===== src/rtl/hazard_forward_unit.sv =====
// Data-hazard controller: per-operand forwarding selects for the EX muxes plus
// a load-use stall/bubble sequencer with memory-busy freeze and flush abort.
module hazard_forward_unit #(
  parameter int RA_W        = 3,
  parameter int NSRC        = 2,
  parameter int LU_STALL    = 1,
  parameter int CNT_W       = 16,
  parameter int ZERO_REG_EN = 0
) (
  input  logic                   clk,
  input  logic                   rst,
  input  logic [NSRC*RA_W-1:0]   id_src,
  input  logic [NSRC-1:0]        id_src_vld,
  input  logic [NSRC*RA_W-1:0]   ex_src,
  input  logic [NSRC-1:0]        ex_src_vld,
  input  logic [RA_W-1:0]        ex_rdst,
  input  logic                   ex_wb,
  input  logic                   ex_mem_rd,
  input  logic [RA_W-1:0]        mem_rdst,
  input  logic                   mem_wb,
  input  logic [RA_W-1:0]        wb_rdst,
  input  logic                   wb_wb,
  input  logic                   mem_busy,
  input  logic                   flush,
  output logic [NSRC*2-1:0]      exec_sel,
  output logic                   stall,
  output logic                   bubble,
  output logic [CNT_W-1:0]       stall_cnt
);

  typedef enum logic {ST_RUN, ST_LU} state_t;

  // Remaining bubbles after the first one, which is issued from RUN.
  localparam logic [3:0] LU_INIT = (LU_STALL > 1) ? 4'(LU_STALL - 2) : 4'd0;

  state_t      state_p0, state_nxt;
  logic [3:0]  cnt_p0, cnt_nxt;
  logic        lu_hit;

  function automatic logic addr_match(input logic [RA_W-1:0] a,
                                      input logic [RA_W-1:0] d,
                                      input logic            wb);
    return wb && (a == d) && !((ZERO_REG_EN != 0) && (d == '0));
  endfunction

  function automatic logic [CNT_W-1:0] sat_inc(input logic [CNT_W-1:0] c);
    return (c == '1) ? c : c + CNT_W'(1);
  endfunction

  always_comb begin
    exec_sel = '0;
    lu_hit   = 1'b0;
    for (int i = 0; i < NSRC; i++) begin
      // MEM holds the younger result, so it takes priority over WB.
      if (!rst && ex_src_vld[i]) begin
        if (addr_match(ex_src[i*RA_W +: RA_W], mem_rdst, mem_wb))
          exec_sel[i*2 +: 2] = 2'b01;
        else if (addr_match(ex_src[i*RA_W +: RA_W], wb_rdst, wb_wb))
          exec_sel[i*2 +: 2] = 2'b10;
      end
      if (id_src_vld[i] && addr_match(id_src[i*RA_W +: RA_W], ex_rdst, ex_wb))
        lu_hit = 1'b1;
    end
    lu_hit = lu_hit && ex_mem_rd;
  end

  always_comb begin
    state_nxt = state_p0;
    cnt_nxt   = cnt_p0;
    stall     = 1'b0;
    bubble    = 1'b0;
    if (!rst) begin
      case (state_p0)
        ST_RUN: begin
          if (flush) begin
            stall = 1'b0;
          end else if (mem_busy) begin
            stall = 1'b1;
          end else if (lu_hit) begin
            stall  = 1'b1;
            bubble = 1'b1;
            if (LU_STALL > 1) begin
              state_nxt = ST_LU;
              cnt_nxt   = LU_INIT;
            end
          end
        end
        ST_LU: begin
          // The dependent instruction is squashed by flush, so abandon the sequence.
          if (flush) begin
            state_nxt = ST_RUN;
          end else if (mem_busy) begin
            stall = 1'b1;
          end else begin
            stall  = 1'b1;
            bubble = 1'b1;
            if (cnt_p0 == 4'd0)
              state_nxt = ST_RUN;
            else
              cnt_nxt = cnt_p0 - 4'd1;
          end
        end
        default: state_nxt = ST_RUN;
      endcase
    end
  end

  // Stage p0: sequencer state and stall statistics
  always_ff @(posedge clk) begin
    if (rst) begin
      state_p0  <= ST_RUN;
      cnt_p0    <= 4'd0;
      stall_cnt <= '0;
    end else begin
      state_p0 <= state_nxt;
      cnt_p0   <= cnt_nxt;
      if (stall)
        stall_cnt <= sat_inc(stall_cnt);
    end
  end

endmodule


===== config.mk =====
export PLATFORM = sky130hd
export DESIGN_NAME = hazard_forward_unit
export DESIGN_NICKNAME = d
export VERILOG_FILES = /design/src/rtl/hazard_forward_unit.sv
export SDC_FILE = /design/constraint.sdc
export NUM_CORES = 1
export LEC_CHECK = 0
export CAP_MARGIN = 20
export CORE_MARGIN = 2
export CORE_UTILIZATION = 45
export DETAILED_ROUTE_END_ITERATION = 6
export PLACE_DENSITY = 0.89
export SETUP_SLACK_MARGIN = 0.4
export SYNTH_ARGS = -nofsm -noshare
export SYNTH_HDL_FRONTEND = slang
export SYNTH_SLANG_ARGS = --single-unit

===== constraint.sdc =====
create_clock -name clk -period 5.1 [get_ports clk]
set_input_delay 0.765 -clock clk [delete_from_list [all_inputs] [get_ports clk]]
set_output_delay 0.765 -clock clk [all_outputs]
set_load 0.01 [all_outputs]

==> results.py <==
metrics = {
    "status": {
        "run_status": "completed",
    },
    "power": {
        "power.internal_uw": 231,
        "p_per_area_nw_per_um2": 163,
        "seq_power_share_pct": 53.9,
        "swShare_pct": 24.9,
        "power_switching_uw": 76.5,
        "power.share.clock_pct": 26.6,
        "total_leakage_power_uw": 0.000669,
        "p_comb_share_pct": 19.5,
        "power.ir.vdd_worst_v": 0.000158,
    },
    "routing": {
        "drcViolationCount": 0,
        "via_per_inst": 5.73,
        "via_count": 1382,
        "drt-pass1-iter-count": 4,
        "detailedRoute.firstIterationViolations": 36,
        "finalWirelength_um": 3500,
        "route.detailed.wl_per_inst_um": 14.5,
        "drtAntennaViolNets": 0,
    },
    "sta": {
        "tns_ns": 0,
        "fmax_ghz": 0.261,
        "number_of_hold_violations_in_the_final_report": 0,
        "rsz0062_at_grt": "no",
        "min_period_over_period_pct": 75.3,
        "fin_worst_skew_ns": 0.00425,
        "tightest_slew_ns": 0.761,
        "finalSetupViolations": 0,
        "finalCriticalPeriod_ns": 3.84,
        "hold_slack_ns": 0.510,
        "maxSlewViolCount": 0,
        "timing.max_slew.rel_slack_pct": 49.1,
    },
    "floorplan": {
        "floorplan.core_area_um2": 2730,
        "die_y_um": 57.6,
        "standard_cell_rows": 19,
        "chipWidth_um": 57.6,
        "io_pins": 55,
        "design.die.area_um2": 3320,
        "floorplan.initialDensity_pct": 47.4,
    },
    "placement": {
        "place.detailed.hpwl_um": 2730,
        "io_buffers": 54,
        "placedInstanceArea_um2": 1860,
        "gpl.final_weighted_congestion": 0.812,
    },
    "clock_network": {
        "max-clock-path-buffers": 2,
        "number_of_clock_sinks": 21,
        "cts_root_buffer": "clkbuf_4",
        "cts_tree": "done",
        "cts-buffers-inserted": 3,
        "insertion_delay_ns": 0.31,
        "clkSlewWorstSetupHoldPaths_ns": 0.11,
        "clock_tree.htree_level_count": 1,
        "post-cts-setup-buffers": 0,
        "holdBufCountCts": 0,
        "cts-resized-gates": 0,
    },
    "worst_setup_path": {
        "worstRegToRegCells": 7,
        "crit_type": "primary input to primary output",
        "critPathCapture": "exec_sel[1]",
        "timing.critical_path.to_type": "primary output",
        "path_max_fanout": 21,
        "worst_r2r_endpoint": "stall_cnt[1]",
        "timing.critical_path.from_type": "primary input",
        "crit_start": "rst",
        "cp_data_required_time_ns": 4.34,
        "worst-endpoint-arrival_ns": 3.07,
        "reg2reg_from": "stall_cnt[0]",
        "reg2reg_setup_slack_ns": 3.03,
    },
    "global_routing": {
        "global_route.usage.total_pct": 21.9,
        "via_count_of_the_first_global_routing_pass": 1402,
        "overflow_left_after_global_routing": 0,
        "antenna_found_initial": 0,
        "maximum_number_of_pins_on_one_net_before_global_route_repair": 22,
        "grt_first_pass_wirelength_um": 5780,
    },
    "logic_synthesis": {
        "simple_logic_cell_fraction_of_the_synthesized_area_pct": 27.0,
        "postSynthNetCount": 190,
        "syn_area_per_cell_um2": 8.35,
        "ys_top_cells_by_area": "dfxtp_1, xnor2_1, xor2_1",
        "muxShareOfSynthArea_pct": 1.64,
        "synth_compound_area_share_pct": 17.3,
        "ys_async_sr_fraction_pct": 0,
        "synth.top_cell.area_share_pct": 32.5,
        "synth_area_in_xor_xnor_pct": 16.2,
        "yosysSeqAreaShare_pct": 32.5,
        "top_reg_cell_synth": "dfxtp_1",
        "yosys_register_bits": 21,
        "yosysUniqueCellTypes": 36,
        "synth_largest_area_cell": "dfxtp_1",
        "synth-warning-count": 0,
        "netlist_instances": 155,
        "syn-cell-area_um2": 1290,
        "largest_family_of_logic_cells_by_synthesized_area": "simple AND/OR/NAND/NOR gates",
        "synth-edff-count": 0,
        "synthAdderAreaFrac_pct": 1.93,
    },
    "finish": {
        "layout.nets": 246,
        "area_delta_synth_final_pct": 45.3,
        "layout_commonest_cell": "clkdlybuf4s50_1",
        "insertedDiodeCount": 0,
        "fillerInstances": 227,
        "leading_cell_types_in_the_layout_fill_and_taps_excluded": "clkdlybuf4s50_1, dfxtp_1, nor2_1, xnor2_1, xor2_1",
        "final_layout_size_suffix_gt1_share_pct": 7.62,
        "postLayoutCellArea_um2": 1880,
    },
    "run": {
        "maxCapViolCount": 0,
    },
    "worst_hold_path": {
        "worstHoldPathType": "flop to flop",
    },
}
[cell type report]
| class | instances | area (µm²) | share of cell area, % |
|---|---|---|---|
| Timing Repair Buffer | 54 | 541 | 28.7 |
| Inverter | 7 | 26.3 | 1.40 |
| Multi-Input combinational cell | 124 | 830 | 44.1 |
| Tap cell | 31 | 38.8 | 2.06 |
| Clock buffer | 4 | 26.3 | 1.40 |
| Sequential cell | 21 | 420 | 22.3 |
[metal layers]
metal	share of wire, %	vias up	global-route usage [%]
met5	0	-	0
met4	1.5	0	8.97
met3	6.3	8	5.80
met2	53	55	40.6
met1	39	649	23.1
li1	-	670	-
[sequential cells by signal, summed over array words and instances, names as in the netlist]
signal	flops
state_p0	1
stall_cnt	16
cnt_p0	4
[cell families (layout without fill, tap and decap cells)]
group | count (synthesis) | after routing
simple gates | 64 | 64
compound gates | 32 | 32
xor+xnor | 24 | 24
flops | 21 | 21
buf+inv | 10 | 65
fa+ha+maj | 2 | 2
mux | 2 | 2
[critical path, stage by stage]
cell and delay (ns):
clkdlybuf4s50_1 0.80, inv_1 0.35, nand2_1 0.11, nor4_1 0.31, and3_1 0.20, clkdlybuf4s50_1 0.53
[per-stage QoR]
step | cells | utilization [%] | worst slack [ns] | power [µW]
after detailed placement | 237 | 67.9 | 1.28 | 229
final | 241 | 68.8 | 1.26 | 307
after floorplan | 155 | - | 2.73 | 193
after global routing | 241 | 68.8 | 1.13 | 320
after global placement | 237 | 67.9 | 1.44 | 227
after CTS | 241 | 68.8 | 1.27 | 309
[worst min path at each step]
stage / startpoint / end / slack (ns) / cells past startpoint
after floorplan: state_p0 / state_p0 / 0.46 / 1
after global placement: state_p0 / state_p0 / 0.47 / 1
after detailed placement: state_p0 / state_p0 / 0.49 / 1
after CTS: state_p0 / state_p0 / 0.51 / 1
after global routing: state_p0 / state_p0 / 0.52 / 1
final: state_p0 / state_p0 / 0.51 / 1
[synth_stat cells (all sizes together) (2+ instances only)]
| cell | instances |
|---|---|
| dfxtp | 21 |
| buf | 2 |
| xnor2 | 15 |
| and3 | 4 |
| o31ai | 3 |
| o211ai | 6 |
| nor4 | 5 |
| nand3 | 9 |
| a21oi | 9 |
| nor2 | 17 |
| nand2 | 8 |
| xor2 | 9 |
| or2 | 5 |
| o21ai | 8 |
| nand4 | 6 |
| ha | 2 |
| or3 | 8 |
| inv | 7 |
[power groups by stage]
stage / combinational, µW / sequential (µW) / clock (µW)
2_1_floorplan: 23.4 / 170 / 0
3_3_place_gp: 57.3 / 169 / 0
3_5_place_dp: 59.6 / 169 / 0
4_1_cts: 60.0 / 166 / 83.3
5_1_grt: 64.0 / 166 / 90.1
6_report: 59.9 / 166 / 81.9
No activity file was read; power rests on OpenSTA's default activity.
